[src/rtl/spi_pkg.sv]
// Shared constants, state encoding and load rule for the SPI target.
package spi_pkg;

  localparam logic       SPI_CPHA0 = 1'b0;
  localparam logic       SPI_CPHA1 = 1'b1;
  localparam logic [7:0] SPI_FILL  = 8'hFF;

  typedef enum logic [1:0] {
    IDLE,
    LOAD,
    SHIFT
  } spi_state_t;

  // Byte handed to the shifter at a byte boundary.
  function automatic logic [7:0] load_byte(input logic full, input logic [7:0] hold);
    return full ? hold : SPI_FILL;
  endfunction

endpackage

[src/rtl/spi_slave_if.sv]
// Host-side byte bus of the SPI target: TX holding register write and RX strobe.
interface spi_slave_if;

  logic [7:0] tx_din;
  logic       tx_wr;
  logic       tx_full;
  logic [7:0] rx_dout;
  logic       rx_stb;

  modport master (output tx_din, tx_wr, input tx_full, rx_dout, rx_stb);
  modport slave  (input tx_din, tx_wr, output tx_full, rx_dout, rx_stb);

endinterface

[src/rtl/spi_sync.sv]
// Three-flop synchroniser; level taken after two flops, third flop gives edge pulses.
module spi_sync #(
  parameter logic RESET_VAL = 1'b0
) (
  input  logic clk,
  input  logic rst,
  input  logic din,
  output logic dout,
  output logic rise,
  output logic fall
);

  logic [2:0] sync_q;
  logic [2:0] sync_d;

  always_comb sync_d = {sync_q[1:0], din};

  always_ff @(posedge clk or posedge rst) begin
    if (rst) sync_q <= {3{RESET_VAL}};
    else     sync_q <= sync_d;
  end

  assign dout = sync_q[1];
  assign rise = sync_q[1] & ~sync_q[2];
  assign fall = ~sync_q[1] & sync_q[2];

endmodule

[src/rtl/spi_slave.sv]
// Byte-oriented SPI target (CPOL=0, CPHA selectable), fully oversampled on clk.
// Received bytes strobe out on the bus; TX bytes come from a single-entry holding register.
module spi_slave
  import spi_pkg::*;
(
  input  logic       clk,
  input  logic       rst,
  input  logic       sck,
  input  logic       ss_n,
  input  logic       mosi,
  input  logic       mode,
  output logic       miso,
  output logic       miso_oe,
  output logic       sel,
  spi_slave_if.slave bus
);

  localparam logic [1:0] SETTLE_DONE = 2'd2;

  logic sck_lvl, sck_rise, sck_fall;
  logic ss_lvl, ss_rise, ss_fall;
  logic mosi_lvl, mosi_rise, mosi_fall;
  logic unused_edges;

  spi_sync #(.RESET_VAL(1'b0)) u_sck_sync (
    .clk(clk), .rst(rst), .din(sck), .dout(sck_lvl), .rise(sck_rise), .fall(sck_fall)
  );
  spi_sync #(.RESET_VAL(1'b1)) u_ss_sync (
    .clk(clk), .rst(rst), .din(ss_n), .dout(ss_lvl), .rise(ss_rise), .fall(ss_fall)
  );
  spi_sync #(.RESET_VAL(1'b0)) u_mosi_sync (
    .clk(clk), .rst(rst), .din(mosi), .dout(mosi_lvl), .rise(mosi_rise), .fall(mosi_fall)
  );

  assign unused_edges = ^{sck_lvl, mosi_rise, mosi_fall};

  spi_state_t state_q, state_d;
  logic       mode_q, mode_d;
  logic [7:0] shifter_q, shifter_d;
  logic [6:0] rx_sh_q, rx_sh_d;
  logic [2:0] bit_cnt_q, bit_cnt_d;
  logic       reload_q, reload_d;
  logic       miso_q, miso_d;
  logic       oe_q, oe_d;
  logic       sel_q, sel_d;
  logic [7:0] hold_q, hold_d;
  logic       tx_full_q, tx_full_d;
  logic [7:0] rx_dout_q, rx_dout_d;
  logic       rx_stb_q, rx_stb_d;
  logic [1:0] settle_q, settle_d;
  logic       arm_q, arm_d;
  logic       take_tx;
  logic       sample_edge, shift_edge;
  logic [7:0] load_val;

  assign sample_edge = (mode_q == SPI_CPHA0) ? sck_rise : sck_fall;
  assign shift_edge  = (mode_q == SPI_CPHA0) ? sck_fall : sck_rise;
  assign load_val    = load_byte(tx_full_q, hold_q);

  // A select already low when reset releases must not start a frame: ss must be seen high first.
  always_comb begin
    state_d   = state_q;
    mode_d    = mode_q;
    shifter_d = shifter_q;
    rx_sh_d   = rx_sh_q;
    bit_cnt_d = bit_cnt_q;
    reload_d  = reload_q;
    miso_d    = miso_q;
    oe_d      = oe_q;
    sel_d     = sel_q;
    rx_dout_d = rx_dout_q;
    rx_stb_d  = 1'b0;
    take_tx   = 1'b0;
    settle_d  = (settle_q == SETTLE_DONE) ? settle_q : settle_q + 2'd1;
    arm_d     = arm_q | ((settle_q == SETTLE_DONE) & ss_lvl);

    case (state_q)
      IDLE: begin
        if (ss_fall && arm_q) begin
          state_d = LOAD;
          sel_d   = 1'b1;
          oe_d    = 1'b1;
        end
      end
      LOAD: begin
        state_d   = SHIFT;
        mode_d    = mode;
        take_tx   = 1'b1;
        shifter_d = load_val;
        bit_cnt_d = 3'd0;
        reload_d  = 1'b0;
        miso_d    = (mode == SPI_CPHA0) ? load_val[7] : 1'b1;
      end
      SHIFT: begin
        if (ss_rise) begin
          state_d  = IDLE;
          sel_d    = 1'b0;
          oe_d     = 1'b0;
          miso_d   = 1'b1;
          reload_d = 1'b0;
        end else if (sample_edge) begin
          rx_sh_d   = {rx_sh_q[5:0], mosi_lvl};
          bit_cnt_d = bit_cnt_q + 3'd1;
          if (bit_cnt_q == 3'd7) begin
            rx_dout_d = {rx_sh_q, mosi_lvl};
            rx_stb_d  = 1'b1;
            if (mode_q == SPI_CPHA0) begin
              reload_d = 1'b1;
            end else begin
              take_tx   = 1'b1;
              shifter_d = load_val;
            end
          end
        end else if (shift_edge) begin
          if (mode_q == SPI_CPHA1) begin
            miso_d    = shifter_q[7];
            shifter_d = {shifter_q[6:0], 1'b1};
          end else if (reload_q) begin
            take_tx   = 1'b1;
            shifter_d = load_val;
            miso_d    = load_val[7];
            reload_d  = 1'b0;
          end else begin
            shifter_d = {shifter_q[6:0], 1'b1};
            miso_d    = shifter_q[6];
          end
        end
      end
      default: state_d = IDLE;
    endcase

    // A write in the load clock lands after the shifter has taken the old content.
    hold_d    = hold_q;
    tx_full_d = take_tx ? 1'b0 : tx_full_q;
    if (bus.tx_wr) begin
      hold_d    = bus.tx_din;
      tx_full_d = 1'b1;
    end
  end

  always_ff @(posedge clk or posedge rst) begin
    if (rst) begin
      state_q   <= IDLE;
      mode_q    <= SPI_CPHA0;
      shifter_q <= SPI_FILL;
      rx_sh_q   <= '0;
      bit_cnt_q <= '0;
      reload_q  <= 1'b0;
      miso_q    <= 1'b1;
      oe_q      <= 1'b0;
      sel_q     <= 1'b0;
      hold_q    <= '0;
      tx_full_q <= 1'b0;
      rx_dout_q <= '0;
      rx_stb_q  <= 1'b0;
      settle_q  <= '0;
      arm_q     <= 1'b0;
    end else begin
      state_q   <= state_d;
      mode_q    <= mode_d;
      shifter_q <= shifter_d;
      rx_sh_q   <= rx_sh_d;
      bit_cnt_q <= bit_cnt_d;
      reload_q  <= reload_d;
      miso_q    <= miso_d;
      oe_q      <= oe_d;
      sel_q     <= sel_d;
      hold_q    <= hold_d;
      tx_full_q <= tx_full_d;
      rx_dout_q <= rx_dout_d;
      rx_stb_q  <= rx_stb_d;
      settle_q  <= settle_d;
      arm_q     <= arm_d;
    end
  end

  assign miso        = miso_q;
  assign miso_oe     = oe_q;
  assign sel         = sel_q;
  assign bus.tx_full = tx_full_q;
  assign bus.rx_dout = rx_dout_q;
  assign bus.rx_stb  = rx_stb_q;

endmodule

[src/flat_wrapper.sv]
// flat-port wrapper written by rule: the top's interface ports become plain ports
module spi_slave_flat import spi_pkg::*;
  (clk, rst, sck, ss_n, mosi, mode, miso, miso_oe, sel, bus_tx_din, bus_tx_wr, bus_tx_full, bus_rx_dout, bus_rx_stb);
  spi_slave_if bus_i ();
  input  logic clk;
  input  logic rst;
  input  logic sck;
  input  logic ss_n;
  input  logic mosi;
  input  logic mode;
  output logic miso;
  output logic miso_oe;
  output logic sel;
  input wire logic [$bits(bus_i.tx_din)-1:0] bus_tx_din;
  input wire logic [$bits(bus_i.tx_wr)-1:0] bus_tx_wr;
  output wire logic [$bits(bus_i.tx_full)-1:0] bus_tx_full;
  output wire logic [$bits(bus_i.rx_dout)-1:0] bus_rx_dout;
  output wire logic [$bits(bus_i.rx_stb)-1:0] bus_rx_stb;
  assign bus_i.tx_din = bus_tx_din;
  assign bus_i.tx_wr = bus_tx_wr;
  assign bus_tx_full = bus_i.tx_full;
  assign bus_rx_dout = bus_i.rx_dout;
  assign bus_rx_stb = bus_i.rx_stb;
  spi_slave u_core (.clk(clk), .rst(rst), .sck(sck), .ss_n(ss_n), .mosi(mosi), .mode(mode), .miso(miso), .miso_oe(miso_oe), .sel(sel), .bus(bus_i));
endmodule
[config.mk]
export PLATFORM = sky130hd
export DESIGN_NAME = spi_slave_flat
export DESIGN_NICKNAME = d
export VERILOG_FILES = /design/src/rtl/spi_pkg.sv /design/src/rtl/spi_slave_if.sv /design/src/rtl/spi_sync.sv /design/src/rtl/spi_slave.sv /design/src/flat_wrapper.sv
export SDC_FILE = /design/constraint.sdc
export NUM_CORES = 1
export LEC_CHECK = 0
export CAP_MARGIN = 20
export CELL_PAD_IN_SITES_DETAIL_PLACEMENT = 0
export CELL_PAD_IN_SITES_GLOBAL_PLACEMENT = 1
export CORE_UTILIZATION = 40
export DETAILED_ROUTE_END_ITERATION = 10
export PLACE_DENSITY = 0.77
export SLEW_MARGIN = 20
export SYNTH_ARGS = -nofsm -noshare
export SYNTH_HDL_FRONTEND = slang
export SYNTH_HIERARCHICAL = 1
export SYNTH_SLANG_ARGS = --single-unit
[constraint.sdc]
create_clock -name clk -period 1.8 [get_ports clk]
set_input_delay 0.18 -clock clk [delete_from_list [all_inputs] [get_ports clk]]
set_output_delay 0.18 -clock clk [all_outputs]
set_load 0.01 [all_outputs]
==> flow_summary_export.csv, run 1 <==
group,metric,value,unit
floorplanning,core,5540,um2
grt,grt_pass1_wl,6670,um
critical_path,path_depth,6,
clock_tree,cts_num_sinks,53,
grt,grt_usage,0.142,
pwr,seqPwrFrac,0.457,
critical_path,r2r_end,"u_core/rx_sh_q[2]",
pwr,peakVddDrop,0.650,mV
floorplanning,row_count,27,
synthesis,synth_fp_nets,209,
critical_path,ff2ff_setup_slack,90,ps
critical_path,cpMaxStageDelayCell,"dfrtp_1",
clock_tree,holdBufCountCts,0,
critical_path,cp-startpoint,"u_core/u_sck_sync/sync_q[1]",
synthesis,syn_avg_cell_area,12.4,um2
floorplanning,die_y,78.1,um
critical_path,cp_max_fo,13,
synthesis,ys_warn_count,6,
timing,finalCritPeriodShare,0.948,
placement,dp_cells,294,
drt,wl_per_cell,13.1,um
layout,syn2layout_area_growth,27.7,%
pwr,power_frac_comb,0.321,
clock_tree,clk_pin_slew,90,ps
timing,post-route-min-period,1710,ps
timing,timing.fmax,586,MHz
clock_tree,clk_latency,300,ps
timing,slew-limit-headroom,0.716,
pwr,internal_power,2.59,mW
critical_path,endpoint,"u_core/rx_sh_q[2]",
drt,ant_nets,0,
timing,skew,2.23,ps
layout,drive_gt1_frac,0.319,
pwr,total_power,3.72,mW
floorplanning,io_pins,28,
worst_hold_path,worst_hold_path_type,"in -> async",
layout,instances_no_fill,304,
run,cap_violations,0,
floorplanning,fp.dieW,78.1,um
drt,drt-total-wl,3980,um
synthesis,syn_area,2320,um2
pwr,p_leak,1.34,nW
critical_path,worstSetupStartpointType,"flop",
pwr,power-per-cell-area,1260,nW/um2
critical_path,cpPeakStageDelay,380,ps
layout,seqCellArea,1340,um2
layout,multiInputGateArea,946,um2
grt,grt_max_degree,46,
timing,rsz0062_at_grt,"false",
grt,antenna_found_initial,0,
clock_tree,cts_max_path_buffers,2,
synthesis,synthCells,187,
grt,grt_pass1_vias,1461,
clock_tree,root_buffer,"clkbuf_8",
placement,gp_congestion,0.742,
timing,slew_viol_final,0,
clock_tree,cts_htree_levels,2,
drt,drtIter0Drc,74,
clock_tree,cts_tree,"built",
drt,vias,1450,
floorplanning,die_area,6100,um2
critical_path,cp_cell_sequence,"buf_4 -> and2b_2 -> nand2_1 -> a21oi_2 -> buf_12 -> mux2_2",
drt,drc,0,
placement,portBuffers,27,
timing,finalSetupViolCount,0,
layout,n_fill_cell,498,
pwr,swShare,0.304,
layout,nets,253,
timing,final_hold_viol_count,0,
placement,hpwl,2720,um
grt,grt_overflow,0,
critical_path,crit_family,"flip-flops",
critical_path,crit_type,"reg -> reg",
drt,vias_per_cell,4.77,
critical_path,r2r_start,"u_core/u_sck_sync/sync_q[1]",
critical_path,critPathRequiredTime,1990,ps
floorplanning,start_util,0.418,
clock_tree,numCtsBuffers,5,
layout,insertedDiodeCount,0,
critical_path,rr_worst_depth,6,
pwr,power.switching,1.13,mW
timing,tightestPinTransition,426,ps
critical_path,worstPathArrival,1900,ps
drt,first_pass_iters,4,
critical_path,worstSetupEndpointType,"flop",
pwr,p_clk_frac,0.222,
critical_path,critPathBufInv,2,
run_status,run_status,"complete, no violations",
==> repair_timing <==
action,4_1_cts,5_1_grt
buffers inserted,0,1
gates resized for setup,1,8
gates cloned,0,1
pin swaps,0,1
endpoints found under the setup margin,6,23
==> placed cells by master, fill, tap and decap left out, drive strengths merged <==
master and instances:
dfstp 12, mux2 25, nand2b 5, ha 7, clkinvlp 1, mux2i 4
xnor2 1, clkdlybuf4s50 27, nand2 21, o31a 2, dfrtp 41, clkinv 1
nor4b 1, buf 15, o31ai 6, clkbuf 6, bufinv 1, a21oi 9
nor3 1, o22ai 2, o21ai 8, a21o 2, a31oi 1, or3b 1
a211oi 1, inv 10, and2b 3, a311o 1, nor2b 2, nor4bb 1
and3b 7, nor2 7
==> state kept, by name (all words and copies together) (netlist names) <==
| register | cells |
|---|---|
| u_core/bus.rx_dout | 8 |
| u_core/hold_q | 8 |
| u_core/shifter_q | 8 |
| u_core/rx_sh_q | 7 |
| u_core/bit_cnt_q | 3 |
| u_core/u_sck_sync/sync_q | 3 |
| u_core/u_ss_sync/sync_q | 3 |
| u_core/settle_q | 2 |
| u_core/state_q | 2 |
| u_core/u_mosi_sync/sync_q | 2 |
| u_core/arm_q | 1 |
| u_core/bus.rx_stb | 1 |
| u_core/bus.tx_full | 1 |
| u_core/miso | 1 |
| u_core/mode_q | 1 |
| u_core/reload_q | 1 |
| u_core/sel | 1 |
==> area by class of cell <==
| type | instances | area share |
|---|---|---|
| Sequential cell | 53 | 0.453 |
| Multi-Input combinational cell | 118 | 0.320 |
| Timing Repair Buffer | 42 | 0.142 |
| Tap cell | 72 | 0.0304 |
| Clock buffer | 6 | 0.0279 |
| Inverter | 11 | 0.0140 |
| Clock inverter | 2 | 0.0127 |
==> metrics by stage <==
step | util | area, um2 | hold WS [ps] | TNS [ps] | setup WS (ps)
after floorplan | - | 2320 | -78.8 | 0 | 69.0
after global placement | 0.501 | 2780 | 341 | -2.82 | -2.82
after detailed placement | 0.501 | 2780 | 345 | -8.94 | -6.17
after CTS | 0.523 | 2900 | 117 | 0 | 19.5
after global routing | 0.534 | 2960 | 120 | 0 | 0.997
final | 0.534 | 2960 | 125 | 0 | 94.1
==> layer usage <==
layer	share of wire	GRT usage	wire length (um)
met5	0	0	0
met1	0.51	0.192	2030
met3	0.038	0.0395	151
met2	0.44	0.212	1730
met4	0.018	0.0611	71
==> power groups by stage <==
stage | Clock, mW | Sequential (mW) | Combinational (mW)
final | 0.826 | 1.70 | 1.20
after detailed placement | 0 | 1.71 | 1.10
after floorplan | 0 | 1.65 | 0.791
after global placement | 0 | 1.71 | 1.09
after global routing | 0.913 | 1.74 | 1.32
after CTS | 0.855 | 1.69 | 1.11
==> worst min-delay path by stage <==
stage,startpoint,end
6_report,rst,u_core/u_mosi_sync/sync_q[0]
5_1_grt,rst,u_core/u_mosi_sync/sync_q[0]
4_1_cts,rst,u_core/u_mosi_sync/sync_q[0]
2_1_floorplan,rst,u_core/u_mosi_sync/sync_q[0]
3_5_place_dp,u_core/u_mosi_sync/sync_q[0],u_core/u_mosi_sync/sync_q[1]
3_3_place_gp,u_core/u_mosi_sync/sync_q[0],u_core/u_mosi_sync/sync_q[1]
==> worst register-to-register path: stages (launching register included) <==
cell	delay (ps)
dfrtp_1	380
buf_4	130
and2b_2	270
nand2_1	110
a21oi_2	220
buf_12	160
mux2_2	330
No activity file was read; power rests on OpenSTA's default activity.
==> inputs of run 2 (changes only) <==
==> constraint.sdc (replaced) <==
create_clock -name clk -period 1.5 [get_ports clk]
set_input_delay 0.15 -clock clk [delete_from_list [all_inputs] [get_ports clk]]
set_output_delay 0.15 -clock clk [all_outputs]
set_load 0.01 [all_outputs]
==> flow_summary_export.csv, run 2 (synthesized netlist as in run 1, its figures left out) <==
group,metric,value,unit
run_status,run_status,"finished with violations",
run_status,violations,"setup timing",
clock_tree,clk_latency,300,ps
timing,finalSetupViolCount,26,
placement,portBuffers,27,
placement,gp_congestion,0.730,
timing,timing.fmax,605,MHz
clock_tree,clk_pin_slew,90,ps
grt,antenna_found_initial,0,
drt,vias_per_cell,4.92,
drt,drtIter0Drc,70,
clock_tree,cts_num_sinks,53,
clock_tree,cts_htree_levels,2,
timing,fin_setup_tns,-2700,ps
floorplanning,core,5540,um2
drt,vias,1594,
clock_tree,cts_max_path_buffers,2,
timing,fin_hold_ws,91.6,ps
layout,insertedDiodeCount,0,
critical_path,cpMaxStageDelayCell,"dfrtp_1",
layout,drive_gt1_frac,0.437,
drt,drc,0,
critical_path,critPathBufInv,2,
critical_path,critPathRequiredTime,1690,ps
critical_path,r2r_start,"u_core/u_sck_sync/sync_q[2]",
critical_path,worstSetupStartpointType,"flop",
floorplanning,die_area,6100,um2
grt,grt_pass1_wl,7250,um
drt,wl_per_cell,14.1,um
pwr,peakVddDrop,0.590,mV
run,cap_violations,0,
layout,layout_commonest_cell,"dfrtp_1",
timing,rsz0062_at_grt,"true",
grt,grt_pass1_vias,1496,
pwr,power-per-cell-area,1490,nW/um2
clock_tree,root_buffer,"clkbuf_8",
timing,slew_viol_final,0,
layout,syn2layout_area_growth,41.9,%
floorplanning,row_count,27,
timing,tightestPinTransition,389,ps
layout,nets,273,
drt,first_pass_iters,4,
critical_path,crit_type,"reg -> reg",
floorplanning,start_util,0.418,
critical_path,worstSetupEndpointType,"flop",
grt,grt_max_degree,27,
drt,drt-total-wl,4560,um
timing,final_hold_viol_count,0,
worst_hold_path,worst_hold_path_type,"in -> async",
critical_path,worstPathArrival,1840,ps
drt,ant_nets,0,
grt,grt_usage,0.156,
timing,skew,3.86,ps
critical_path,cp_cell_sequence,"and2b_2 -> buf_4 -> buf_6 -> nand2b_4 -> a21oi_1 -> o22ai_1 -> mux2_2",
layout,n_fill_cell,479,
floorplanning,die_y,78.1,um
critical_path,cp_max_fo,5,
grt,grt_overflow,0,
floorplanning,io_pins,28,
placement,hpwl,3040,um
timing,layout_setup_ws,-152,ps
floorplanning,fp.dieW,78.1,um
timing,finalCritPeriodShare,1.10,
timing,post-route-min-period,1650,ps
critical_path,crit_family,"flip-flops",
clock_tree,numCtsBuffers,5,
clock_tree,cts_tree,"built",
critical_path,cpPeakStageDelay,410,ps
timing,slew-limit-headroom,0.740,
pwr,total_power,4.92,mW
pwr,p_leak,1.47,nW
layout,final_cell_mix,"dfrtp_1, clkdlybuf4s50_1, buf_4",
layout,final_util,0.593,
critical_path,cp-startpoint,"u_core/u_sck_sync/sync_q[2]",
[run 2: cell count changes in the layout (fill, tap and decap cells not counted), moves of 4 or more]
| cell | delta |
|---|---|
| buf_4 | +12 |
| buf_6 | +9 |
| mux2_2 | -16 |
| mux2_4 | +16 |
| o31ai_1 | -4 |
| o31ai_4 | +4 |
[run 2: what timing repair did]
action | CTS | global route
cloned | 0 | 1
buffers inserted | 8 | 5
pin swaps | 6 | 4
setup endpoints to repair | 30 | 30
resized for setup | 16 | 34
hold buffers | 0 | 0
[run 2: worst reg2reg max path, delay by kind of cell (launching register included)]
family                 cells  cell delay [ps]
multiplexers               1              360
buffers and inverters      2              260
AND/OR/NAND/NOR            2              310
flip-flops                 1              410
AO/OA/AOI/OAI              2              200
[run 2: worst paths after layout]
kind                                                 to  slack [ps]  depth (start not counted)
hold / removal             u_core/u_mosi_sync/sync_q[0]          90                          2
setup reg to reg                        u_core/reload_q        -150                          7
setup / recovery                        u_core/reload_q        -150                          7
min in group clk             u_core/u_ss_sync/sync_q[0]         250                          1
hold reg to reg            u_core/u_mosi_sync/sync_q[1]         360                          0
max in group asynchronous             u_core/rx_sh_q[6]         940                          3
[run 2: per-stage QoR]
step / instances / area, um2 / setup WS [ps]
finish: 324 / 3290 / -152
global route: 324 / 3290 / -214
global placement: 303 / 2890 / -132
floorplan: 187 / 2390 / -37.4
CTS: 319 / 3100 / -143
detailed placement: 303 / 2890 / -152
[run 2: layout make-up]
class | instances | area, um2 | area share
Tap cell | 72 | 90.1 | 0.0274
Inverter | 11 | 41.3 | 0.0126
Sequential cell | 53 | 1340 | 0.409
Multi-Input combinational cell | 117 | 1130 | 0.344
Clock buffer | 5 | 68.8 | 0.0209
Timing Repair Buffer | 63 | 596 | 0.181
Clock inverter | 3 | 17.5 | 0.00533
[run 2: power by group]
part           switching (mW)  internal [mW]  leakage (nW)
combinational           0.930           1.16         0.784
sequential              0.232           1.81         0.641
clock                   0.459          0.323        0.0439
[run 2: layer usage]
metal,share of wire,global-route usage,vias to the layer above
met1,0.50,0.236,793
met3,0.030,0.0349,2
met4,0.0059,0.0556,0
met2,0.47,0.218,29
li1,-,-,770
met5,0,0,-
==> inputs of run 3 (changes only) <==
--- a/config.mk
+++ b/config.mk
@@ -9,6 +9,7 @@
 export CELL_PAD_IN_SITES_DETAIL_PLACEMENT = 0
 export CELL_PAD_IN_SITES_GLOBAL_PLACEMENT = 1
 export CORE_UTILIZATION = 40
+export CTS_CLUSTER_SIZE = 16
 export DETAILED_ROUTE_END_ITERATION = 10
 export PLACE_DENSITY = 0.77
 export SLEW_MARGIN = 20
==> results of run 3 <==
Same layout as run 2: the final DEF is identical, and so are final timing and power.
